[src/rtl/dead_time_gen_pkg.sv]
// Shared control-stage definitions: config bus addresses and the dead-time FSM state type.
package dead_time_gen_pkg;

  localparam logic [3:0] REF_GEN_ADDR   = 4'd0;
  localparam logic [3:0] PRED_ADDR      = 4'd1;
  localparam logic [3:0] FREQ_ADDR      = 4'd2;
  localparam logic [3:0] PW_ADDR        = 4'd3;
  localparam logic [3:0] OCD_ADDR       = 4'd4;
  localparam logic [3:0] DEAD_TIME_ADDR = 4'd5;

  typedef enum logic [1:0] {IDLE, DEAD, ON_P, ON_N} dt_state_t;

endpackage

[src/rtl/dead_time_gen.sv]
// Complementary H-bridge gate driver with programmable dead time and overcurrent shutdown.
// Define DEAD_TIME_FAULT_LATCH_EN to hold the fault until reset instead of following ocd.
module dead_time_gen
  import dead_time_gen_pkg::*;
#(
  parameter int                  DATA_W     = 8,
  parameter int                  ADDR_MAX   = 4,
  parameter logic [ADDR_MAX-1:0] ADDR       = ADDR_MAX'(DEAD_TIME_ADDR),
  parameter logic [DATA_W-1:0]   DT_DEFAULT = DATA_W'(10),
  parameter logic [DATA_W-1:0]   DT_MIN     = DATA_W'(2)
)(
  input  logic                clk,
  input  logic                rst,
  input  logic                in,
  input  logic                gate_en,
  input  logic                ocd,
  input  logic [DATA_W-1:0]   data,
  input  logic [ADDR_MAX-1:0] addr,
  input  logic                en,
  output logic                out_p,
  output logic                out_n,
  output logic                fault
);

  dt_state_t         state, state_nx;
  logic [DATA_W-1:0] dt_reg, cnt, cnt_nx;
  logic              target, target_nx;
  logic              fault_cond, cfg_wr, fault_nx;

  assign fault_cond = ocd | fault;
  assign cfg_wr     = en && (addr == ADDR);

`ifdef DEAD_TIME_FAULT_LATCH_EN
  assign fault_nx = fault | ocd;
`else
  assign fault_nx = ocd;
`endif

  // target holds the side currently commanded; in ON_P/ON_N it equals the driven side,
  // so a mismatch with in is the polarity change that must go back through DEAD.
  always_comb begin
    state_nx  = state;
    cnt_nx    = cnt;
    target_nx = target;
    if (fault_cond || !gate_en) begin
      state_nx = IDLE;
    end else begin
      case (state)
        IDLE: begin
          state_nx  = DEAD;
          cnt_nx    = dt_reg;
          target_nx = in;
        end
        DEAD: begin
          target_nx = in;
          cnt_nx    = cnt - DATA_W'(1);
          if (cnt == DATA_W'(1)) state_nx = in ? ON_P : ON_N;
        end
        ON_P, ON_N: begin
          if (in != target) begin
            state_nx  = DEAD;
            cnt_nx    = dt_reg;
            target_nx = in;
          end
        end
        default: state_nx = IDLE;
      endcase
    end
  end

  always_ff @(posedge clk) begin
    if (rst) begin
      state  <= IDLE;
      cnt    <= '0;
      target <= 1'b0;
      fault  <= 1'b0;
      dt_reg <= DT_DEFAULT;
      out_p  <= 1'b0;
      out_n  <= 1'b0;
    end else begin
      state  <= state_nx;
      cnt    <= cnt_nx;
      target <= target_nx;
      fault  <= fault_nx;
      // Gate outputs are flops mirroring the next state so they never glitch.
      out_p  <= (state_nx == ON_P);
      out_n  <= (state_nx == ON_N);
      if (cfg_wr) dt_reg <= (data < DT_MIN) ? DT_MIN : data;
    end
  end

endmodule

[config.mk]
export PLATFORM = sky130hd
export DESIGN_NAME = dead_time_gen
export DESIGN_NICKNAME = d
export VERILOG_FILES = /design/src/rtl/dead_time_gen_pkg.sv /design/src/rtl/dead_time_gen.sv
export SDC_FILE = /design/constraint.sdc
export NUM_CORES = 1
export LEC_CHECK = 0
export BUFFER_PORTS_ARGS = -buffer_cell sky130_fd_sc_hd__buf_2
export CAP_MARGIN = 15
export CORE_MARGIN = 4
export CORE_UTILIZATION = 25
export CTS_CLUSTER_DIAMETER = 200
export DETAILED_ROUTE_END_ITERATION = 12
export GPL_TIMING_DRIVEN = 0
export PLACE_DENSITY = 0.52
export RECOVER_POWER = 100
export SKIP_LAST_GASP = 1
export SYNTH_ARGS = -nofsm -noshare
export SYNTH_HDL_FRONTEND = slang
export SYNTH_SLANG_ARGS = --single-unit
[constraint.sdc]
create_clock -name clk -period 1.8 [get_ports clk]
set_input_delay 0 -clock clk [delete_from_list [all_inputs] [get_ports clk]]
set_output_delay 0 -clock clk [all_outputs]
set_load 0.005 [all_outputs]
After elaboration in Yosys (flattened, before gate mapping)

Cells that the tools add are included.

Input bits: 18
Register bits after elaboration: 22
Word-level logic and storage cells: 37

Bitwise logic cells: 2
Magnitude comparators: 1
Multiplexer cells: 10
Reduce and logical (&&, ||, !) cells: 7
Equality and inequality tests: 9
$add $sub $neg: 1

Operator list:

| kind                                                | count |
|---|---|
| one-hot mux 8 bit (3 select lines)                  | 1 |
| 2-to-1 mux 8 bit                                    | 2 |
| equality test 2 bit, second input constant          | 4 |
| equality test 8 x 1 -> 1 bit, second input constant | 1 |
| < comparator 8 x 2 -> 1 bit, second input constant  | 1 |
| subtractor 8 x 1 -> 8 bit, second input constant    | 1 |
| 2-to-1 mux 2 bit                                    | 3 |
| one-hot mux 2 bit (3 select lines)                  | 1 |
| equality test 4 x 3 -> 1 bit, second input constant | 1 |
| OR reduction 2 bit                                  | 2 |
| equality test 2 x 1 -> 1 bit, second input constant | 1 |
| zero test 2 bit                                     | 1 |
| 2-to-1 mux 1 bit                                    | 2 |
| != test 2 bit, second input constant                | 1 |
| one-hot mux 1 bit (2 select lines)                  | 1 |
| AND reduction 2 bit                                 | 1 |
| logical AND 1 bit                                   | 1 |
| zero test 1 bit                                     | 1 |
| logical OR 1 bit                                    | 1 |
| != test 1 bit                                       | 1 |
| NOT 1 bit                                           | 1 |
| OR 1 bit                                            | 1 |

Longest topological paths before layout

Gate-level depths: netlist of the first run.

Depth after elaboration: 5
Mapped depth: 6
Mapped depth without buffers: 6

Worst setup path after synthesis of the first run

Ideal clock, no wire load.

Path type: reg-to-reg
Start: reg cnt[0]
End: reg state[0]
Library setup time: 117 ps
Buffers on the path: 0
Arrival: 1402 ps
Setup slack: 281 ps
Stages on the path, launching flop included: 6
Cell sequence: dfxtp_1 > ha_1 > or3b_2 > nor4_4 > a21oi_1 > nor2b_1

Word-level cells in the longest chain between the ends: 4

Ends and longest elaborated chain:

| element                            | RTL line            | RTL |
|---|---|---|
| from (decl)                        | dead_time_gen.sv:26 | `logic [DATA_W-1:0] dt_reg, cnt, cnt_nx;` |
| from (signal assigned)             | dead_time_gen.sv:82 | `cnt <= cnt_nx;` |
| equality test 8 x 1 -> 1 bit       | dead_time_gen.sv:57 | `if (cnt == DATA_W'(1)) state_nx = in ? ON_P : ON_N;` |
| 2-to-1 mux 2 bit                   | dead_time_gen.sv:57 |  |
| one-hot mux 2 bit (3 select lines) | dead_time_gen.sv:48 | `case (state)` |
| 2-to-1 mux 2 bit                   | dead_time_gen.sv:45 | `if (fault_cond \|\| !gate_en) begin` |
| to (signal assigned)               | dead_time_gen.sv:81 | `state <= state_nx;` |
| to (decl)                          | dead_time_gen.sv:25 | `dt_state_t state, state_nx;` |

Every way passes these cells.
A chain may end at the register's enable or synchronous reset.

Final worst setup path of the first run

Start: in ocd
End: reg cnt[7]

Word-level cells in the longest chain between the ends: 4

Ends and longest elaborated chain:

| element                              | RTL line            | RTL |
|---|---|---|
| from (decl)                          | dead_time_gen.sv:16 | `input logic ocd,` |
| OR 1 bit                             | dead_time_gen.sv:30 | `assign fault_cond = ocd \| fault;` |
| logical OR 1 bit                     | dead_time_gen.sv:45 |  |
| NOT 1 bit (no source line)           | --                  |  |
| AND reduction 2 bit (no source line) | --                  |  |

Every way passes these cells.

==> impl_results.md, run 1 <==
- Clk_lat worst skew: 0.26 ns
- Tcrit/Tclk final: between 90 and 100%
- Total grt overflow: 0
- Number of nets in the layout: 194
- Asr flop ratio synth: 0%
- Post-DP HPWL: 2005 um
- Worst Setup Start Kind: primary input
- EDFF count, synth: 0
- Cell area power density: 692.8 nW/um2
- First-pass iteration count of the detailed router: 4
- H-Tree Depth: 1
- DRT antenna net count: 0
- Crit path capture type: flip-flop
- FF+latch count, synth: 22
- Area grow syn2layout: 26.13%
- Avg Vias per Cell: 4.742
- TritonCTS clock tree: yes
- Worst stage delay on the critical path: 0.54 ns
- Crit path cell chain: dlygate4sd3_1, clkbuf_1, or3b_1, clkbuf_1, a21oi_1, o21a_1, o221a_1
- Starting Density: 26.00%
- Clk slew on worst S/H paths: 0.08 ns
- PortBufs: 19
- Antenna violations before repair: 0
- DR WL/cell: 12.06 um
- Post-synthesis instance area: 1140 um2
- Net count after synthesis: 162
- Layout cells sized above 1: 19.08%
- Worst-path fanout max: 6
- Drt first-iter violations: 38
- Slew of the pin with the lowest slew margin: 0.4823 ns
- First-pass GRT wire length: a little under 5000 um
- WP data required: approximately 2 ns
- RSZ-0062 raised after global routing: false
- Slew Viols, Final: 0
- Seq/Total Area, Yosys: roughly two fifths
- Overall Power: about 1000 uW
- Endpoints failing setup: 0
- Routability Congestion: 0.7812
- Hold_ws: roughly 0.013 ns
- RR Startpoint: cnt[0]
- Critical Path Source: ocd
- Vias in the first global route: 1052
- Syn Area/Cell: about 8 um2
- Core area: 4384 um2
- Worst hold path type: primary input to flip-flop
- Status: finished clean
- GRT Total Usage: 11.05%
- Fin Setup TNS: 0 ns
- Slew margin rel.: roughly two thirds
- Worst path arrival time: 1.86 ns
- Clk_skew: 0.002567 ns
- Total placed cells including tap cells: 213
- Max Clk Rate: 0.6037 GHz
- # clock sinks: 22
- Period minus WS final: 1.656 ns
- Top cell by count, worst path: clkbuf_1
- Total of max-cap violations: 0
- Count of cell types in the netlist: 37
- Mapped Cells: 142
- Final std cells w/o fill: 225
- Remaining DRCs: 0
- Peak supply drop: ~0.00050 V
- DIE AREA: about 5700 um2
- Leakage power: 0.5144 nW
- Die Ht: 75.53 um
- Max Root-Sink Buffers: 2
- Largest net degree at the start of global routing: 13
- Classification of the worst setup path: primary input to flip-flop
- Num CTS Buffers: 3
- Rows: 24
- Ports: 21
- Synthesis Warnings: 0
- Via count: 1067
- Final wirelength: ~2700 um
- Synth Flop Type: dfxtp_1
- HP Start: data[7]
- Die Span X: 75.53 um
- Critical path's slowest cell: dlygate4sd3_1
- ANT cells: 0
- Root Driver: clkbuf_8
- Final hold violations: 0
==> critical path: cells and delay by family <==
kind	cells	cell delay, ns
and+or+nand+nor	1	0.34
AOI/OAI and AO/OA	3	0.71
buffers and inverters	3	0.81
==> area by class of cell <==
type	count	area, um2
Timing Repair Buffer	27	170.2
Fill cell	463	2947
Tap cell	52	65.06
Inverter	3	11.26
Clock buffer	4	55.05
Buffer	7	30.03
Multi-Input combinational cell	110	665.6
Sequential cell	22	440.4
==> timing repair <==
action                                 in CTS  in global routing
buffers inserted                            0                  0
hold buffers                                8                  0
endpoints found under the hold margin       9                  0
resized for setup                           0                  2
setup endpoints to repair                   0                  2
==> where the power goes <==
group	switching [mW]	total [mW]	internal [mW]
Combinational	0.0679	0.131	0.0633
Sequential	0.0123	0.511	0.499
Clock	0.159	0.354	0.195
Total	0.239	0.996	0.757
==> placed cells by master, fill, tap and decap left out, types with 4 or more instances in the layout <==
cell type and count:
nor4_1 4, nor2_1 11, o21ai_0 16, dlygate4sd3_1 8, nand2_1 12, clkbuf_8 4
clkbuf_1 7, dfxtp_1 22, buf_2 18, a21oi_1 20
==> synth_stat cells, types with 2 or more instances <==
master | count | area [um2]
a21o_1 | 3 | 22.52
a21oi_1 | 20 | 100.1
a31oi_1 | 2 | 12.51
and2_1 | 3 | 18.77
buf_2 | 3 | 15.01
clkbuf_1 | 4 | 15.01
dfxtp_1 | 22 | 440.4
ha_1 | 2 | 25.02
inv_1 | 3 | 11.26
nand2_1 | 12 | 45.04
nand2b_1 | 3 | 18.77
nand3_1 | 3 | 15.01
nand3b_1 | 2 | 15.01
nor2_1 | 11 | 41.29
nor2b_1 | 3 | 18.77
nor3_1 | 3 | 15.01
nor4_1 | 4 | 25.02
o21a_1 | 2 | 15.01
o21ai_0 | 16 | 80.08
or2_2 | 3 | 18.77
or3b_2 | 2 | 17.52
==> path summary, 6_finish.rpt <==
path	endpoint	slack, ns	cells after the start
setup / recovery	cnt[7]	0.14	7
hold / removal	dt_reg[7]	0.01	3
setup reg to reg	state[0]	0.16	5
hold reg to reg	dt_reg[5]	0.48	2
==> metrics by stage <==
step / util [%] / worst slack [ns] / area (um2)
floorplan: - / 0.2813 / 1140
global placement: 29.65 / 0.1322 / 1300
detailed placement: 29.65 / 0.1618 / 1300
CTS: 32.73 / 0.1159 / 1435
global route: 32.79 / 0.001604 / 1438
finish: 32.79 / 0.1436 / 1438
==> logic make-up (layout without fill, tap and decap cells) <==
group | after synthesis | count (layout) | share of synthesized area [%]
muxes | 1 | 1 | 0.8782
AOI/OAI and AO/OA | 49 | 49 | 24.92
adders and majority gates | 2 | 2 | 2.195
buffers and inverters | 10 | 41 | 3.622
xor gates and xnor gates | 1 | 1 | 0.7685
and+or+nand+nor | 57 | 57 | 28.98
DFF | 22 | 22 | 38.64
==> per-layer routing <==
metal  vias up  GRT usage, %  routed length (um)
met5         -             0                   0
li1        570             -                   -
met1       474         14.15                1313
met3         2         3.166                 111
met4         0         2.330                  22
met2        21         18.50                1265
(Power assumes the default switching activity.)
==> inputs of run 2 (changes only) <==
--- a/config.mk
+++ b/config.mk
@@ -12,7 +12,7 @@
 export CTS_CLUSTER_DIAMETER = 200
 export DETAILED_ROUTE_END_ITERATION = 12
 export GPL_TIMING_DRIVEN = 0
-export PLACE_DENSITY = 0.52
+export PLACE_DENSITY = 0.43
 export RECOVER_POWER = 100
 export SKIP_LAST_GASP = 1
 export SYNTH_ARGS = -nofsm -noshare
==> run 2 against run 1 <==
Against the previous run:
- clock power is 12% lower
- hold slack worse by 0.0098 ns
- register-to-register slack got worse by 0.05 ns
- critical endpoint is now cnt[2]
- clock-buffer cell count fell by 1
- largest power group unchanged
- combinational power about the same
- routed wire length increased by 8.2%
- sequential cell count stayed put
- non-clock buffer count decreased by 1
- sequential power barely moved
==> impl_results.md, run 2 (synthesis results as in run 1) <==
- Core area: 4384 um2
- Largest net degree at the start of global routing: 12
- # clock sinks: 22
- Root Driver: clkbuf_8
- WP data required: 1.95 ns
- Routability Congestion: 0.8175
- H-Tree Depth: 1
- Peak supply drop: around 0.0003 V
- DR WL/cell: ~13 um
- Post-DP HPWL: about 2200 um
- Remaining DRCs: 0
- DIE AREA: approximately 5700 um2
- Slew of the pin with the lowest slew margin: 0.5126 ns
- Number of nets in the layout: 193
- Ports: 21
- FF-to-FF setup slack: 0.11 ns
- Die Span X: 75.53 um
- Worst Setup Start Kind: primary input
- RR Startpoint: cnt[0]
- Via count: 1095
- TritonCTS clock tree: yes
- Worst r2r path cells: 5
- Slew margin rel.: around two thirds
- Vias in the first global route: 1086
- Period minus WS final: 1.688 ns
- Drt first-iter violations: 41
- Clk_skew: roughly 0.0013 ns
- PortBufs: 19
- Starting Density: about 26%
- Most frequent cells in the layout: dfxtp_1, buf_2, a21oi_1
- Cell area power density: 673.9 nW/um2
- Max Root-Sink Buffers: 2
- Die Ht: 75.53 um
- Rows: 24
- Hold worst-path end: dt_reg[2]
- Avg Vias per Cell: 4.910
- First-pass iteration count of the detailed router: 4
- Worst path arrival time: 1.84 ns
- Leakage power: 0.5126 nW
- Classification of the worst setup path: primary input to flip-flop
- Worst-path fanout max: 10
- Status: finished clean
- Post-route setup slack: 0.1124 ns
- RSZ-0062 raised after global routing: true
- Dpl ws: around 0.12 ns
- Crit path capture type: flip-flop
- Final wirelength: 2936 um
- Worst hold path type: primary input to flip-flop
- Final hold violations: 0
- Clk slew on worst S/H paths: 0.08 ns
- Worst hold path stage count: 3
- Layout cells sized above 1: between 20% and 30%
- First-pass GRT wire length: 5250 um
- DRT antenna net count: 0
- Tcrit/Tclk final: 93.75%
- Num CTS Buffers: 3
- Hold_ws: 0.002984 ns
- HP Start: data[2]
- Endpoints failing setup: 0
- Post-CTS Setup Bufs: 0
- Clk_lat worst skew: 0.26 ns
- Total grt overflow: 0
- ANT cells: 0
- Slew Viols, Final: 0
- Commonest non-fill, non-tap cell in the layout: dfxtp_1
- RR Endpoint: state[0]
- GRT Total Usage: 11.79%
- Area grow syn2layout: 24.26%
- Max Clk Rate: 0.5926 GHz
- Antenna violations before repair: 0
- Total of max-cap violations: 0
-- run 2: what timing repair did --
action	4_1_cts	5_1_grt
gates resized for setup	0	2
hold endpoints to repair	7	0
setup endpoints to repair	0	7
hold buffers	7	0
-- run 2: where the power goes --
group	switching [mW]	internal [mW]
registers	0.0124	0.499
clock network	0.161	0.150
logic	0.0700	0.0624
-- run 2: area by class of cell --
cell class                 count  area (um2)
buffer                         7       30.03
clock buffer                   3       41.29
fill                         473        2968
inverter                       3       11.26
multi-input combinational    110       664.4
sequential                    22       440.4
tap                           52       65.06
timing repair buffer          26       163.9
-- run 2: metrics by stage --
step	power, mW	TNS, ns	std cells	area [um2]	utilization, %
after CTS	0.9672	0	223	1411	32.19
final	0.9544	0	223	1416	32.31
after detailed placement	0.6427	0	213	1300	29.65
after global routing	0.9947	-0.02367	223	1416	32.31
after floorplan	0.5951	0	142	1140	-
after global placement	0.6404	0	213	1300	29.65
-- run 2: layer usage --
metal / global-route usage [%] / routed length, um
met4: 2.330 / 27
met3: 3.166 / 125
met1: 14.48 / 1382
met5: 0 / 0
met2: 20.71 / 1400
-- run 2: worst max path at each step --
| stage | start | endpoint | slack [ns] | cells past startpoint |
|---|---|---|---|---|
| 6_report | ocd | cnt[2] | 0.11 | 8 |
| 2_1_floorplan | cnt[0] | state[0] | 0.28 | 5 |
| 4_1_cts | cnt[0] | state[0] | 0.10 | 5 |
| 3_5_place_dp | cnt[0] | state[0] | 0.12 | 5 |
| 3_3_place_gp | fault | cnt[7] | 0.13 | 5 |
| 5_1_grt | state[1] | out_n | -0.02 | 6 |
-- run 2: critical path: stages --
cell           delay [ns]
dlygate4sd3_1        0.53
buf_2                0.12
or3b_1               0.34
clkbuf_1             0.18
a21o_1               0.18
clkbuf_2             0.19
o21ai_0              0.22
a21oi_1              0.09
==> inputs of run 3 (changes only) <==
--- a/config.mk
+++ b/config.mk
@@ -5,14 +5,14 @@
 export SDC_FILE = /design/constraint.sdc
 export NUM_CORES = 1
 export LEC_CHECK = 0
-export BUFFER_PORTS_ARGS = -buffer_cell sky130_fd_sc_hd__buf_2
 export CAP_MARGIN = 15
 export CORE_MARGIN = 4
 export CORE_UTILIZATION = 25
 export CTS_CLUSTER_DIAMETER = 200
 export DETAILED_ROUTE_END_ITERATION = 12
+export DONT_BUFFER_PORTS = 1
 export GPL_TIMING_DRIVEN = 0
-export PLACE_DENSITY = 0.43
+export PLACE_DENSITY = 0.39
 export RECOVER_POWER = 100
 export SKIP_LAST_GASP = 1
 export SYNTH_ARGS = -nofsm -noshare
==> run 3 against run 2 <==
Against the previous run:
- routed wire length up 2.2%
- clock skew up 0.0023 ns
- clock-buffer cell count up 1
==> impl_results.md, run 3 (synthesis results as in run 1) <==
- Status: finished clean
- Total placed cells including tap cells: 194
- Critical Path Source: fault
- Comb power frac: 11.9%
- Clk slew on worst S/H paths: 0.08 ns
- Worst stage delay on the critical path: 0.43 ns
- Worst-path fanout max: 6
- Final wirelength: 3000 um
- Classification of the worst setup path: flip-flop to flip-flop
- Area grow syn2layout: 25.69%
- Crit path capture type: flip-flop
- RSZ-0062 raised after global routing: false
- Total grt overflow: 0
- Tcrit/Tclk final: between 90% and 100%
- Largest net degree at the start of global routing: 13
- Post-CTS Setup Bufs: 0
- Total of max-cap violations: 0
- Post-DP HPWL: 2155 um
- # clock sinks: 22
- First-pass iteration count of the detailed router: 4
- Hold worst-path end: dt_reg[1]
- Max Clk Rate: 0.5828 GHz
- Worst r2r path cells: 5
- Drt first-iter violations: 33
- Max Root-Sink Buffers: 2
- Most frequent cells in the layout: dfxtp_1, a21oi_1, dlygate4sd3_1
- Ports: 21
- DR WL/cell: 13.95 um
- Leakage power: 0.5022 nW
- Number of nets in the layout: 184
- Worst hold path stage count: 3
- Peak supply drop: 0.0002146 V
- Worst Setup Start Kind: flip-flop
- DRT antenna net count: 0
- Crit path cell chain: or3b_1, clkbuf_1, a21oi_1, o21a_1, o221a_1
- WP data required: 2.01 ns
- Slew of the pin with the lowest slew margin: 0.5105 ns
- RR Startpoint: fault
- Clk_skew: 0.003655 ns
- Final instance area: around 1400 um2
- Slew margin rel.: between 60% and 70%
- Routability Congestion: 0.7853
- Endpoints failing setup: 0
- Core area: roughly 4400 um2
- Final hold violations: 0
- TritonCTS clock tree: yes
- CP bufs+invs: 1
- DIE AREA: 5704 um2
- H-Tree Depth: 1
- Fin Setup TNS: 0 ns
- Sequential fraction of design power: 51.5%
- Final std cells w/o fill: 215
- FF-to-FF setup slack: 0.08 ns
- Vias in the first global route: around 1100
- Remaining DRCs: 0
- GRT Total Usage: 11.81%
- Area after DPL: approximately 1200 um2
- Clock power frac: 36.5%
- Antenna violations before repair: 0
- HP Start: addr[1]
- Layout cells sized above 1: roughly 11%
- Clk_lat worst skew: ~0.27 ns
- Via count: 1077
- Die Span X: about 76 um
- First-pass GRT wire length: 5168 um
- Avg Vias per Cell: 5.009
- Switching Share: 24.42%
- PortBufs: 0
- Critical path's slowest cell: a21oi_1
- CP top delay family: compound AO/OA/AOI/OAI gates
- Period minus WS final: ~1.7 ns
- RR Endpoint: cnt[7]
- Die Ht: 75.53 um
- Worst hold path type: primary input to flip-flop
- ANT cells: 0
- Num CTS Buffers: 3
- Rows: 24
- Slew Viols, Final: 0
- Cell area power density: around 700 nW/um2
- Cell internal pwr: 750.5 uW
- Worst path arrival time: 1.93 ns
- Starting Density: 26.00%
- Switching power: 242.5 uW
- Root Driver: clkbuf_8
- Commonest non-fill, non-tap cell in the layout: dfxtp_1
run 3: cell count changes in the layout (fill, tap and decap cells not counted), sizes merged:
| cell | delta |
|---|---|
| buf | -19 |
| dlygate4sd3 | +10 |
| clkbuf | +1 |
run 3: area by class of cell:
| cell class | instances | area (um2) |
|---|---|---|
| fill | 463 | 2952 |
| multi-input combinational | 110 | 660.6 |
| sequential | 22 | 440.4 |
| timing repair buffer | 17 | 170.2 |
| tap | 52 | 65.06 |
| clock buffer | 4 | 55.05 |
| buffer | 7 | 30.03 |
| inverter | 3 | 11.26 |
run 3: tightest hold or removal path, cell delays in order:
cell,delay [ns]
nor2_1,0.09
nand3b_1,0.11
a21o_1,0.11
run 3: metal layers:
metal | up-vias | track usage (%) | wire length (um) | part of all wire [%]
met5 | - | 0 | 0 | 0
met4 | 0 | 3.883 | 31 | 1.0
met3 | 4 | 2.507 | 152 | 5.1
met2 | 23 | 20.61 | 1457 | 49
met1 | 500 | 14.40 | 1359 | 45
li1 | 550 | - | - | -
run 3: per-stage QoR:
step	total power, mW	setup WS (ns)	util [%]	hold slack [ns]
2_1_floorplan	0.5951	0.2813	-	0.06907
5_1_grt	1.028	0.002975	32.68	0.09285
3_3_place_gp	0.6176	0.1111	27.48	0.07254
4_1_cts	0.9967	0.08427	32.62	0.07981
3_5_place_dp	0.6187	0.08642	27.48	0.07570
6_report	0.9929	0.08409	32.68	0.07134
run 3: timing repair:
item / 4_1_cts / 5_1_grt
hold buffers: 17 / 0
setup endpoints to repair: 0 / 2
resized for setup: 0 / 1
hold endpoints to repair: 14 / 0
run 3: how the worst max path moves through the flow:
stage	end	slack [ns]	depth (start not counted)
floorplan	state[0]	0.28	5
global placement	state[0]	0.11	5
detailed placement	cnt[7]	0.09	5
CTS	cnt[7]	0.08	5
global route	cnt[3]	0.003	5
finish	cnt[7]	0.08	5
run 3: power groups by stage:
stage               registers (mW)  logic (mW)  clock network [mW]
finish                       0.511       0.119               0.363
floorplan                    0.519      0.0763                   0
CTS                          0.511       0.119               0.367
global placement             0.522      0.0956                   0
global route                 0.514       0.132               0.382
detailed placement           0.522      0.0962                   0
